`src/rtl/rv32_bus_pkg.sv`:
```
// Shared types and bus widths for the rv32 unified-memory bus arbiter.
// Imported by the arbiter, its interface and the bench.
package rv32_bus_pkg;

    localparam int ADDR_W   = 32;
    localparam int DATA_W   = 32;
    localparam int MASK_W   = 4;
    localparam int STREAK_W = 8;

    // IDLE doubles as "no owner" when the combinational owner is reported.
    typedef enum logic [1:0] {
        IDLE  = 2'd0,
        OWN_I = 2'd1,
        OWN_D = 2'd2
    } rv32_bus_owner_t;

endpackage

```
`src/rtl/rv32_bus_arbiter_if.sv`:
```
// Bundles the core's instruction/data ports and the unified memory port
// seen by rv32_bus_arbiter.
interface rv32_bus_arbiter_if;
    import rv32_bus_pkg::*;

    // Handshake: a requester holds its request and payload stable until its
    // ready is high in the same cycle (completion). Dropping the request
    // earlier aborts it. The memory completes the presented access in any
    // cycle where mem_ready_in is high.
    logic [ADDR_W-1:0] instr_address_in;
    logic              instr_read_in;
    logic [DATA_W-1:0] instr_read_value_out;
    logic              instr_ready_out;

    logic [ADDR_W-1:0] data_address_in;
    logic              data_read_in;
    logic              data_write_in;
    logic [MASK_W-1:0] data_write_mask_in;
    logic [DATA_W-1:0] data_write_value_in;
    logic [DATA_W-1:0] data_read_value_out;
    logic              data_ready_out;

    logic [ADDR_W-1:0] mem_address_out;
    logic              mem_read_out;
    logic              mem_write_out;
    logic [MASK_W-1:0] mem_write_mask_out;
    logic [DATA_W-1:0] mem_write_value_out;
    logic [DATA_W-1:0] mem_read_value_in;
    logic              mem_ready_in;

    logic              grant_instr_out;
    logic              grant_data_out;

    // Arbiter view: it masters the shared memory port.
    modport master (
        input  instr_address_in, instr_read_in,
        output instr_read_value_out, instr_ready_out,
        input  data_address_in, data_read_in, data_write_in,
        input  data_write_mask_in, data_write_value_in,
        output data_read_value_out, data_ready_out,
        output mem_address_out, mem_read_out, mem_write_out,
        output mem_write_mask_out, mem_write_value_out,
        input  mem_read_value_in, mem_ready_in,
        output grant_instr_out, grant_data_out
    );

    // Environment view: the core buses plus the memory.
    modport slave (
        output instr_address_in, instr_read_in,
        input  instr_read_value_out, instr_ready_out,
        output data_address_in, data_read_in, data_write_in,
        output data_write_mask_in, data_write_value_in,
        input  data_read_value_out, data_ready_out,
        input  mem_address_out, mem_read_out, mem_write_out,
        input  mem_write_mask_out, mem_write_value_out,
        output mem_read_value_in, mem_ready_in,
        input  grant_instr_out, grant_data_out
    );

endinterface

```
`src/rtl/rv32_bus_arbiter.sv`:
```
// Arbitrates the rv32 instruction and data buses onto one memory port.
// Data wins by default; a saturating streak counter forces fetch progress.
module rv32_bus_arbiter
    import rv32_bus_pkg::*;
#(
    parameter int MAX_DATA_STREAK = 4
) (
    input  logic                 clk,
    input  logic                 reset,
    rv32_bus_arbiter_if.master   bus,
    output rv32_bus_owner_t      dbg_state,
    output logic [STREAK_W-1:0]  dbg_streak
);

    localparam logic [STREAK_W-1:0] MAX_STREAK = STREAK_W'(MAX_DATA_STREAK);

    rv32_bus_owner_t       state;
    rv32_bus_owner_t       next_state;
    rv32_bus_owner_t       winner;
    rv32_bus_owner_t       owner;
    logic [STREAK_W-1:0]   streak;
    logic [STREAK_W-1:0]   streak_next;
    logic                  i_req;
    logic                  d_req;
    logic                  instr_done;
    logic                  data_done;

    always_ff @(posedge clk or negedge reset) begin
        if (!reset) begin
            state  <= IDLE;
            streak <= '0;
        end else begin
            state  <= next_state;
            streak <= streak_next;
        end
    end

    always_comb begin
        i_req = bus.instr_read_in;
        d_req = bus.data_read_in | bus.data_write_in;

        winner = IDLE;
        if (i_req && streak == MAX_STREAK) begin
            winner = OWN_I;
        end else if (d_req) begin
            winner = OWN_D;
        end else if (i_req) begin
            winner = OWN_I;
        end

        // Arbitration only happens between transactions; a locked owner keeps
        // the port so the address cannot change under a busy memory.
        owner = (state == IDLE) ? winner : state;

        bus.mem_address_out     = '0;
        bus.mem_read_out        = 1'b0;
        bus.mem_write_out       = 1'b0;
        bus.mem_write_mask_out  = '0;
        bus.mem_write_value_out = '0;
        case (owner)
            OWN_I: begin
                bus.mem_address_out = bus.instr_address_in;
                bus.mem_read_out    = bus.instr_read_in;
            end
            OWN_D: begin
                bus.mem_address_out     = bus.data_address_in;
                bus.mem_read_out        = bus.data_read_in;
                bus.mem_write_out       = bus.data_write_in;
                bus.mem_write_mask_out  = bus.data_write_mask_in;
                bus.mem_write_value_out = bus.data_write_value_in;
            end
            default: ;
        endcase

        instr_done = bus.mem_ready_in & (owner == OWN_I) & i_req;
        data_done  = bus.mem_ready_in & (owner == OWN_D) & d_req;

        bus.instr_ready_out      = instr_done;
        bus.data_ready_out       = data_done;
        bus.instr_read_value_out = bus.mem_read_value_in;
        bus.data_read_value_out  = bus.mem_read_value_in;
        bus.grant_instr_out      = (owner == OWN_I);
        bus.grant_data_out       = (owner == OWN_D);

        // Completion or withdrawal both fall back to IDLE for re-arbitration.
        next_state = IDLE;
        if (owner == OWN_I && i_req && !instr_done) begin
            next_state = OWN_I;
        end else if (owner == OWN_D && d_req && !data_done) begin
            next_state = OWN_D;
        end

        streak_next = streak;
        if (!i_req || instr_done) begin
            streak_next = '0;
        end else if (data_done && streak != MAX_STREAK) begin
            streak_next = streak + 1'b1;
        end

        dbg_state  = state;
        dbg_streak = streak;
    end

endmodule

```
`src/flat_wrapper.sv`:
```
// flat-port wrapper written by rule: the top's interface ports become plain ports
module rv32_bus_arbiter_flat import rv32_bus_pkg::*;
#(
    parameter int MAX_DATA_STREAK = 4
)
  (clk, reset, dbg_state, dbg_streak, bus_instr_address_in, bus_instr_read_in, bus_instr_read_value_out, bus_instr_ready_out, bus_data_address_in, bus_data_read_in, bus_data_write_in, bus_data_write_mask_in, bus_data_write_value_in, bus_data_read_value_out, bus_data_ready_out, bus_mem_address_out, bus_mem_read_out, bus_mem_write_out, bus_mem_write_mask_out, bus_mem_write_value_out, bus_mem_read_value_in, bus_mem_ready_in, bus_grant_instr_out, bus_grant_data_out);
  rv32_bus_arbiter_if bus_i ();
  input  logic clk;
  input  logic reset;
  output rv32_bus_owner_t dbg_state;
  output logic [STREAK_W-1:0] dbg_streak;
  input wire logic [$bits(bus_i.instr_address_in)-1:0] bus_instr_address_in;
  input wire logic [$bits(bus_i.instr_read_in)-1:0] bus_instr_read_in;
  output wire logic [$bits(bus_i.instr_read_value_out)-1:0] bus_instr_read_value_out;
  output wire logic [$bits(bus_i.instr_ready_out)-1:0] bus_instr_ready_out;
  input wire logic [$bits(bus_i.data_address_in)-1:0] bus_data_address_in;
  input wire logic [$bits(bus_i.data_read_in)-1:0] bus_data_read_in;
  input wire logic [$bits(bus_i.data_write_in)-1:0] bus_data_write_in;
  input wire logic [$bits(bus_i.data_write_mask_in)-1:0] bus_data_write_mask_in;
  input wire logic [$bits(bus_i.data_write_value_in)-1:0] bus_data_write_value_in;
  output wire logic [$bits(bus_i.data_read_value_out)-1:0] bus_data_read_value_out;
  output wire logic [$bits(bus_i.data_ready_out)-1:0] bus_data_ready_out;
  output wire logic [$bits(bus_i.mem_address_out)-1:0] bus_mem_address_out;
  output wire logic [$bits(bus_i.mem_read_out)-1:0] bus_mem_read_out;
  output wire logic [$bits(bus_i.mem_write_out)-1:0] bus_mem_write_out;
  output wire logic [$bits(bus_i.mem_write_mask_out)-1:0] bus_mem_write_mask_out;
  output wire logic [$bits(bus_i.mem_write_value_out)-1:0] bus_mem_write_value_out;
  input wire logic [$bits(bus_i.mem_read_value_in)-1:0] bus_mem_read_value_in;
  input wire logic [$bits(bus_i.mem_ready_in)-1:0] bus_mem_ready_in;
  output wire logic [$bits(bus_i.grant_instr_out)-1:0] bus_grant_instr_out;
  output wire logic [$bits(bus_i.grant_data_out)-1:0] bus_grant_data_out;
  assign bus_i.instr_address_in = bus_instr_address_in;
  assign bus_i.instr_read_in = bus_instr_read_in;
  assign bus_instr_read_value_out = bus_i.instr_read_value_out;
  assign bus_instr_ready_out = bus_i.instr_ready_out;
  assign bus_i.data_address_in = bus_data_address_in;
  assign bus_i.data_read_in = bus_data_read_in;
  assign bus_i.data_write_in = bus_data_write_in;
  assign bus_i.data_write_mask_in = bus_data_write_mask_in;
  assign bus_i.data_write_value_in = bus_data_write_value_in;
  assign bus_data_read_value_out = bus_i.data_read_value_out;
  assign bus_data_ready_out = bus_i.data_ready_out;
  assign bus_mem_address_out = bus_i.mem_address_out;
  assign bus_mem_read_out = bus_i.mem_read_out;
  assign bus_mem_write_out = bus_i.mem_write_out;
  assign bus_mem_write_mask_out = bus_i.mem_write_mask_out;
  assign bus_mem_write_value_out = bus_i.mem_write_value_out;
  assign bus_i.mem_read_value_in = bus_mem_read_value_in;
  assign bus_i.mem_ready_in = bus_mem_ready_in;
  assign bus_grant_instr_out = bus_i.grant_instr_out;
  assign bus_grant_data_out = bus_i.grant_data_out;
  rv32_bus_arbiter #(.MAX_DATA_STREAK(MAX_DATA_STREAK)) u_core (.clk(clk), .reset(reset), .bus(bus_i), .dbg_state(dbg_state), .dbg_streak(dbg_streak));
endmodule
```
`config.mk`:
```
export PLATFORM = sky130hd
export DESIGN_NAME = rv32_bus_arbiter_flat
export DESIGN_NICKNAME = d
export VERILOG_FILES = /design/src/rtl/rv32_bus_pkg.sv /design/src/rtl/rv32_bus_arbiter_if.sv /design/src/rtl/rv32_bus_arbiter.sv /design/src/flat_wrapper.sv
export SDC_FILE = /design/constraint.sdc
export NUM_CORES = 1
export LEC_CHECK = 0
export CORE_AREA = 2 2 110 112
export CTS_CLUSTER_DIAMETER = 50
export CTS_CLUSTER_SIZE = 20
export DETAILED_ROUTE_END_ITERATION = 10
export DIE_AREA = 0 0 112 114
export PLACE_DENSITY_LB_ADDON = 0.3
export SYNTH_ARGS = -nofsm -noshare
export SYNTH_HDL_FRONTEND = slang
export SYNTH_SLANG_ARGS = --single-unit
```
`constraint.sdc`:
```
create_clock -name clk -period 2.2 [get_ports clk]
set_input_delay 0.33 -clock clk [delete_from_list [all_inputs] [get_ports clk]]
set_output_delay 0.33 -clock clk [all_outputs]
set_load 0.05 [all_outputs]
```
==> flow_metrics.tcl, run 1 <==
set metrics [dict create \
    globalplace.congestion 0.7868 \
    dieArea_sq_um 12770 \
    min_path_type "in2async" \
    fin_skew_ns 0.004336 \
    routed_via_density 4.133 \
    routed_wl_mm 8.660 \
    rows 40 \
    setup_viol 77 \
    grt.total_usage_pct 12.90 \
    fill_cells 1092 \
    die_h_um 114 \
    ys_seq_area_share_pct 14.05 \
    crit_type "reg2out" \
    post_synth.cell_area_avg_sq_um 7.065 \
    numCtsBuffers 3 \
    leakage_nw 2.101 \
    ir_drop_v 0.0003336 \
    slew_headroom_pct 64.46 \
    coreArea_sq_um 11710 \
    violations "setup timing" \
    grt-ovfl-total 0 \
    netlist_area_sq_um 1780 \
    power_density_nw_per_um2 460.8 \
    nNetsFinal 562 \
    antenna_found_initial 0 \
    worstPathArrival_ns 2.22 \
    hpwlAfterDp_mm 6.472 \
    rsz0062_at_grt "yes" \
    ff2ff_path_depth 12 \
    post-route-min-period_ns 2.554 \
    cts-htree-levels 1 \
    worst_setup_path_end_kind "primary output" \
    clkLatencyLatePin_ns 0.24 \
    num_antenna_cells 0 \
    first_global_vias 2465 \
    drc 0 \
    tightest_slew_ns 0.5315 \
    ant_nets 0 \
    drive_gt1_share_pct 63.40 \
    place_ws_ns -0.3474 \
    drtIter0Drc 57 \
    postLayoutCellArea_sq_um 5214 \
    synth.net_count 395 \
    hold_viol 0 \
    worstReg2RegStart "u_core.dbg_streak[3]$_DFFE_PN0P_" \
    via_count 2335 \
    dr.pass1.iters 4 \
    synth_seq_cells 10 \
    fmaxAchievable_mhz 391.6 \
    maxSlewViolCount 0 \
    rrSetupSlack_ns -0.19 \
    seqCellArea_sq_um 260.3 \
    initial_core_util_pct 15.20 \
    cts-root-buf "clkbuf_16" \
    setup_slack_ns -0.3538 \
    required_ns 1.87 \
    multi_input_area_sq_um 1585 \
    finalCritPeriodShare_pct 116.1 \
    syn_inst 252 \
    status "finished with violations" \
    yosysWarningCount 0 \
    clk_pin_slew_worst_paths_ns 0.04 \
    cts_buffer_depth 2 \
    critPathLaunchType "flip-flop" \
    whs_ns 0.4304 \
    syn_to_final_growth_pct 192.8 \
    io_pins 286 \
    cts-hold-fix-buffers 0 \
    drv_cap 0 \
    clkSinkCount 10 \
    grt_first_pass_wirelength_mm 13.40 \
    wl_per_cell_um 15.33 \
    die_w_um 112 \
    place_area_sq_um 4558 \
    grt_max_degree 21 \
    cts_tree "done" \
    yosys.cell_types.count 29 \
    fin_tns_setup_ns -24.36 \
    crit_fanout 20 \
    port-buffer-count 189 \
    r2r_end "u_core.dbg_streak[6]$_DFFE_PN0P_" \
]
[per-stage QoR]
stage | power (mW) | cells | util (%)
global placement | 1.846 | 541 | 38.92
floorplan | 1.473 | 252 | -
CTS | 2.408 | 560 | 43.72
global route | 2.492 | 565 | 44.52
detailed placement | 1.856 | 541 | 38.92
finish | 2.402 | 565 | 44.52
[sequential cells by signal, summed over array words and instances (netlist names)]
register / count
u_core.dbg_streak: 8
u_core.dbg_state: 2
[how the worst max path moves through the flow]
stage | startpoint | to | slack (ns) | cells past startpoint
6_report | u_core.dbg_streak[3]$_DFFE_PN0P_ | bus_mem_address_out[18] | -0.35 | 9
3_5_place_dp | bus_data_write_in | bus_mem_address_out[26] | -0.35 | 10
5_1_grt | u_core.dbg_streak[3]$_DFFE_PN0P_ | bus_mem_address_out[3] | -0.49 | 9
4_1_cts | u_core.dbg_streak[6]$_DFFE_PN0P_ | bus_mem_address_out[16] | -0.37 | 9
3_3_place_gp | bus_data_write_in | bus_mem_address_out[26] | -0.35 | 10
2_1_floorplan | u_core.dbg_streak[3]$_DFFE_PN0P_ | bus_mem_address_out[0] | -0.36 | 9
[logic make-up after synthesis]
kind of cell | count (synthesis) | share of synthesized area (%)
AND/OR/NAND/NOR | 101 | 29.72
buffers and inverters | 87 | 31.97
AO/OA/AOI/OAI | 43 | 17.71
flip-flops | 10 | 14.05
XOR/XNOR | 5 | 2.460
adder cells (fa/ha/maj) | 5 | 3.514
multiplexers | 1 | 0.5622
[synth_stat cells, drive strengths merged]
cell     instances  area share [%]
buf             66              28
a21oi            3            0.84
and4             1            0.49
nor2            44             9.3
nor4b            1             1.3
a31o             1            0.49
inv              6             1.3
xor2             2            0.98
xnor2            3             1.5
nor3             4             1.4
o211ai           1            0.42
nand3            2            0.84
clkbuf          15             3.2
dfrtp           10              14
o31ai            1            0.42
mux2i            1            0.56
nand2            6             1.3
nand4            4             1.4
a22oi           32              13
and3             2            0.70
a31oi            2            0.70
a21bo            1            0.56
ha               5             3.5
and2            37              13
o2111ai          1            0.49
o21ai            1            0.28
[critical path: stages, from the launching register on]
cell	delay, ns
dfrtp_2	0.41
nor4b_4	0.34
nand4_1	0.16
a21oi_2	0.20
inv_2	0.08
ha_4	0.19
buf_12	0.16
a22oi_2	0.23
nor2_4	0.06
buf_6	0.15
[timing repair]
action | in CTS | in global routing
setup endpoints to repair | 78 | 84
pin swaps | 12 | 17
buffers inserted | 7 | 9
resized for setup | 45 | 16
gates cloned | 8 | 0
[routing by layer]
metal / up-vias / part of all wire (%) / track usage (%)
li1: 1118 / - / -
met1: 1093 / 39 / 15.39
met2: 120 / 53 / 23.96
met3: 4 / 7.2 / 2.976
met4: 0 / 0.55 / 2.195
met5: - / 0 / 0
[area by class of cell]
class | count | area share, %
inverters | 6 | 0.4320
well taps | 147 | 3.528
clock buffers | 4 | 1.704
multi-input cells | 155 | 30.41
repair buffers | 243 | 58.94
flip-flops and latches | 10 | 4.992
[where the power goes]
part | switching, mW | total (mW) | internal [mW]
combinational | 0.914 | 1.84 | 0.930
sequential | 0.00457 | 0.196 | 0.191
clock | 0.0891 | 0.363 | 0.274
[cells in the final DEF, fill, tap and decap left out, drive strengths merged, types with 5 or more instances in the layout]
cell type      count
a22oi             32
dfrtp             10
and2              37
nor2              44
clkdlybuf4s50    113
ha                 5
nand2              6
inv                6
buf              126
No activity file was read; power rests on OpenSTA's default activity.
==> run 2, diff against run 1 <==
--- a/config.mk
+++ b/config.mk
@@ -10,7 +10,6 @@
 export CTS_CLUSTER_SIZE = 20
 export DETAILED_ROUTE_END_ITERATION = 10
 export DIE_AREA = 0 0 112 114
-export PLACE_DENSITY_LB_ADDON = 0.3
 export SYNTH_ARGS = -nofsm -noshare
 export SYNTH_HDL_FRONTEND = slang
 export SYNTH_SLANG_ARGS = --single-unit
==> run 2 against run 1 <==
The run still ends with setup timing left. Final cell count fell by 1.2%. Design area fell by 2.7%. Register-to-register slack improved by 0.05 ns. Clock skew fell by 0.0021 ns. Setup slack got worse by 0.034 ns. Critical endpoint is now bus_mem_address_out[7]. Sequential power barely moved. Die area did not move. Wire length fell by 6.6%. Maximum frequency fell by 1.3%.
==> flow_metrics.tcl, run 2 (same netlist as run 1, synthesis figures left out) <==
set metrics [dict create \
    p_seq_share_pct 8.3 \
    die_h_um 114 \
    seqCellArea_sq_um 260.3 \
    crit_fanout 18 \
    dr.pass1.iters 4 \
    routed_via_density 4.072 \
    post-route-util_pct 43.31 \
    cts-htree-levels 1 \
    via_count 2272 \
    nNetsFinal 555 \
    drv_cap 0 \
    ff2ff_path_depth 12 \
    drive_gt1_share_pct 63.02 \
    power_mw 2.353 \
    pwr-share-clk_pct 15.6 \
    ant_nets 0 \
    min_path_type "in2async" \
    slew_headroom_pct 65.22 \
    tightest_slew_ns 0.5201 \
    grt_first_pass_wirelength_mm 12.78 \
    fill_cells 1124 \
    drc 0 \
    first_global_vias 2352 \
    dieArea_sq_um 12770 \
    layout_common_cells "114 x clkdlybuf4s50_1, 53 x buf_12, 38 x buf_6" \
    numCtsBuffers 3 \
    status "finished with violations" \
    power.switching_mw 0.9929 \
    critPathLaunchType "flip-flop" \
    globalplace.congestion 0.8341 \
    drtIter0Drc 42 \
    leakage_nw 1.996 \
    maxSlewViolCount 0 \
    worstPathArrival_ns 2.26 \
    die_w_um 112 \
    power_density_nw_per_um2 463.9 \
    post-route-min-period_ns 2.587 \
    grt.total_usage_pct 12.24 \
    antenna_found_initial 0 \
    routed_wl_mm 8.090 \
    largest_reg_flops 8 \
    clk_pin_slew_worst_paths_ns 0.04 \
    grt-ovfl-total 0 \
    rows 40 \
    clkLatencyLatePin_ns 0.24 \
    switching_share_pct 42.19 \
    setup_slack_ns -0.3875 \
    port-buffer-count 189 \
    hpwlAfterDp_mm 6.681 \
    clkSinkCount 10 \
    ir_drop_v 0.0002702 \
    required_ns 1.87 \
    cts_buffer_depth 2 \
    power_frac_comb_pct 76.1 \
    cts-root-buf "clkbuf_16" \
    finalCritPeriodShare_pct 117.6 \
    num_antenna_cells 0 \
    internal_power_mw 1.360 \
    io_pins 286 \
    rrSetupSlack_ns -0.14 \
    fmaxAchievable_mhz 386.5 \
    violations "setup timing" \
    initial_core_util_pct 15.20 \
    coreArea_sq_um 11710 \
    crit_type "reg2out" \
    fin_skew_ns 0.002249 \
    place_ws_ns -0.3048 \
    worstReg2RegStart "u_core.dbg_streak[3]$_DFFE_PN0P_" \
    rsz0062_at_grt "yes" \
    dp.cells 541 \
    wl_per_cell_um 14.50 \
    final_common_cell "clkdlybuf4s50_1" \
    multi_input_area_sq_um 1590 \
    worst_setup_path_end_kind "primary output" \
    cts_tree "done" \
    syn_to_final_growth_pct 184.9 \
    r2r_end "u_core.dbg_streak[4]$_DFFE_PN0P_" \
    grt_max_degree 19 \
    layoutNonFillerInstCount 558 \
    hold_viol 0 \
    setup_viol 79 \
]
## run 2: what timing repair did
action                                  CTS  global route
resized for setup                        41            15
gates cloned                              1             2
endpoints found under the setup margin   79            82
pin swaps                                19            24
hold buffers                              0             0
buffers inserted                         10             0
## run 2: power by group through the flow
stage	sequential, mW	combinational [mW]	clock [mW]
detailed placement	0.198	1.67	0
CTS	0.196	1.78	0.371
finish	0.196	1.79	0.367
global route	0.197	1.87	0.375
global placement	0.198	1.66	0
floorplan	0.221	1.25	0
## run 2: per-stage QoR
| step | setup TNS, ns | area, sq um | hold slack, ns |
|---|---|---|---|
| final | -24.34 | 5072 | 0.4199 |
| after global placement | -13.22 | 4596 | 0.6395 |
| after floorplan | -14.48 | 2547 | 0.03441 |
| after global routing | -35.72 | 5072 | 0.4590 |
| after detailed placement | -16.02 | 4596 | 0.6461 |
| after CTS | -26.53 | 4954 | 0.4342 |
## run 2: area by class of cell
| type | instances | area share (%) |
|---|---|---|
| repair buffers | 236 | 57.70 |
| clock buffers | 4 | 1.751 |
| inverters | 6 | 0.4440 |
| multi-input cells | 155 | 31.35 |
| well taps | 147 | 3.626 |
| flip-flops and latches | 10 | 5.131 |
## run 2: worst max path at each step
stage,slack [ns],startpoint,depth (start not counted),to
after floorplan,-0.36,u_core.dbg_streak[3]$_DFFE_PN0P_,9,bus_mem_address_out[0]
after global placement,-0.26,bus_data_write_in,10,bus_mem_address_out[28]
after detailed placement,-0.30,bus_data_write_in,9,u_core.dbg_streak[1]$_DFFE_PN0P_
after CTS,-0.42,u_core.dbg_streak[6]$_DFFE_PN0P_,9,bus_mem_address_out[4]
after global routing,-0.52,u_core.dbg_streak[3]$_DFFE_PN0P_,9,bus_mem_address_out[31]
final,-0.39,u_core.dbg_streak[3]$_DFFE_PN0P_,9,bus_mem_address_out[7]
## run 2: layer usage
layer	part of all wire [%]	up-vias	GRT usage, %
li1	-	1095	-
met1	38	1052	15.06
met2	54	112	22.18
met3	6.3	13	2.179
met4	1.2	0	3.089
met5	0	-	0
## run 2: critical path: stages, from the launching register on
cell	delay [ns]
dfrtp_2	0.41
nor4b_4	0.35
nand4_1	0.16
a21oi_2	0.20
inv_2	0.09
ha_4	0.19
buf_12	0.16
a22oi_2	0.23
nor2_4	0.06
buf_6	0.15
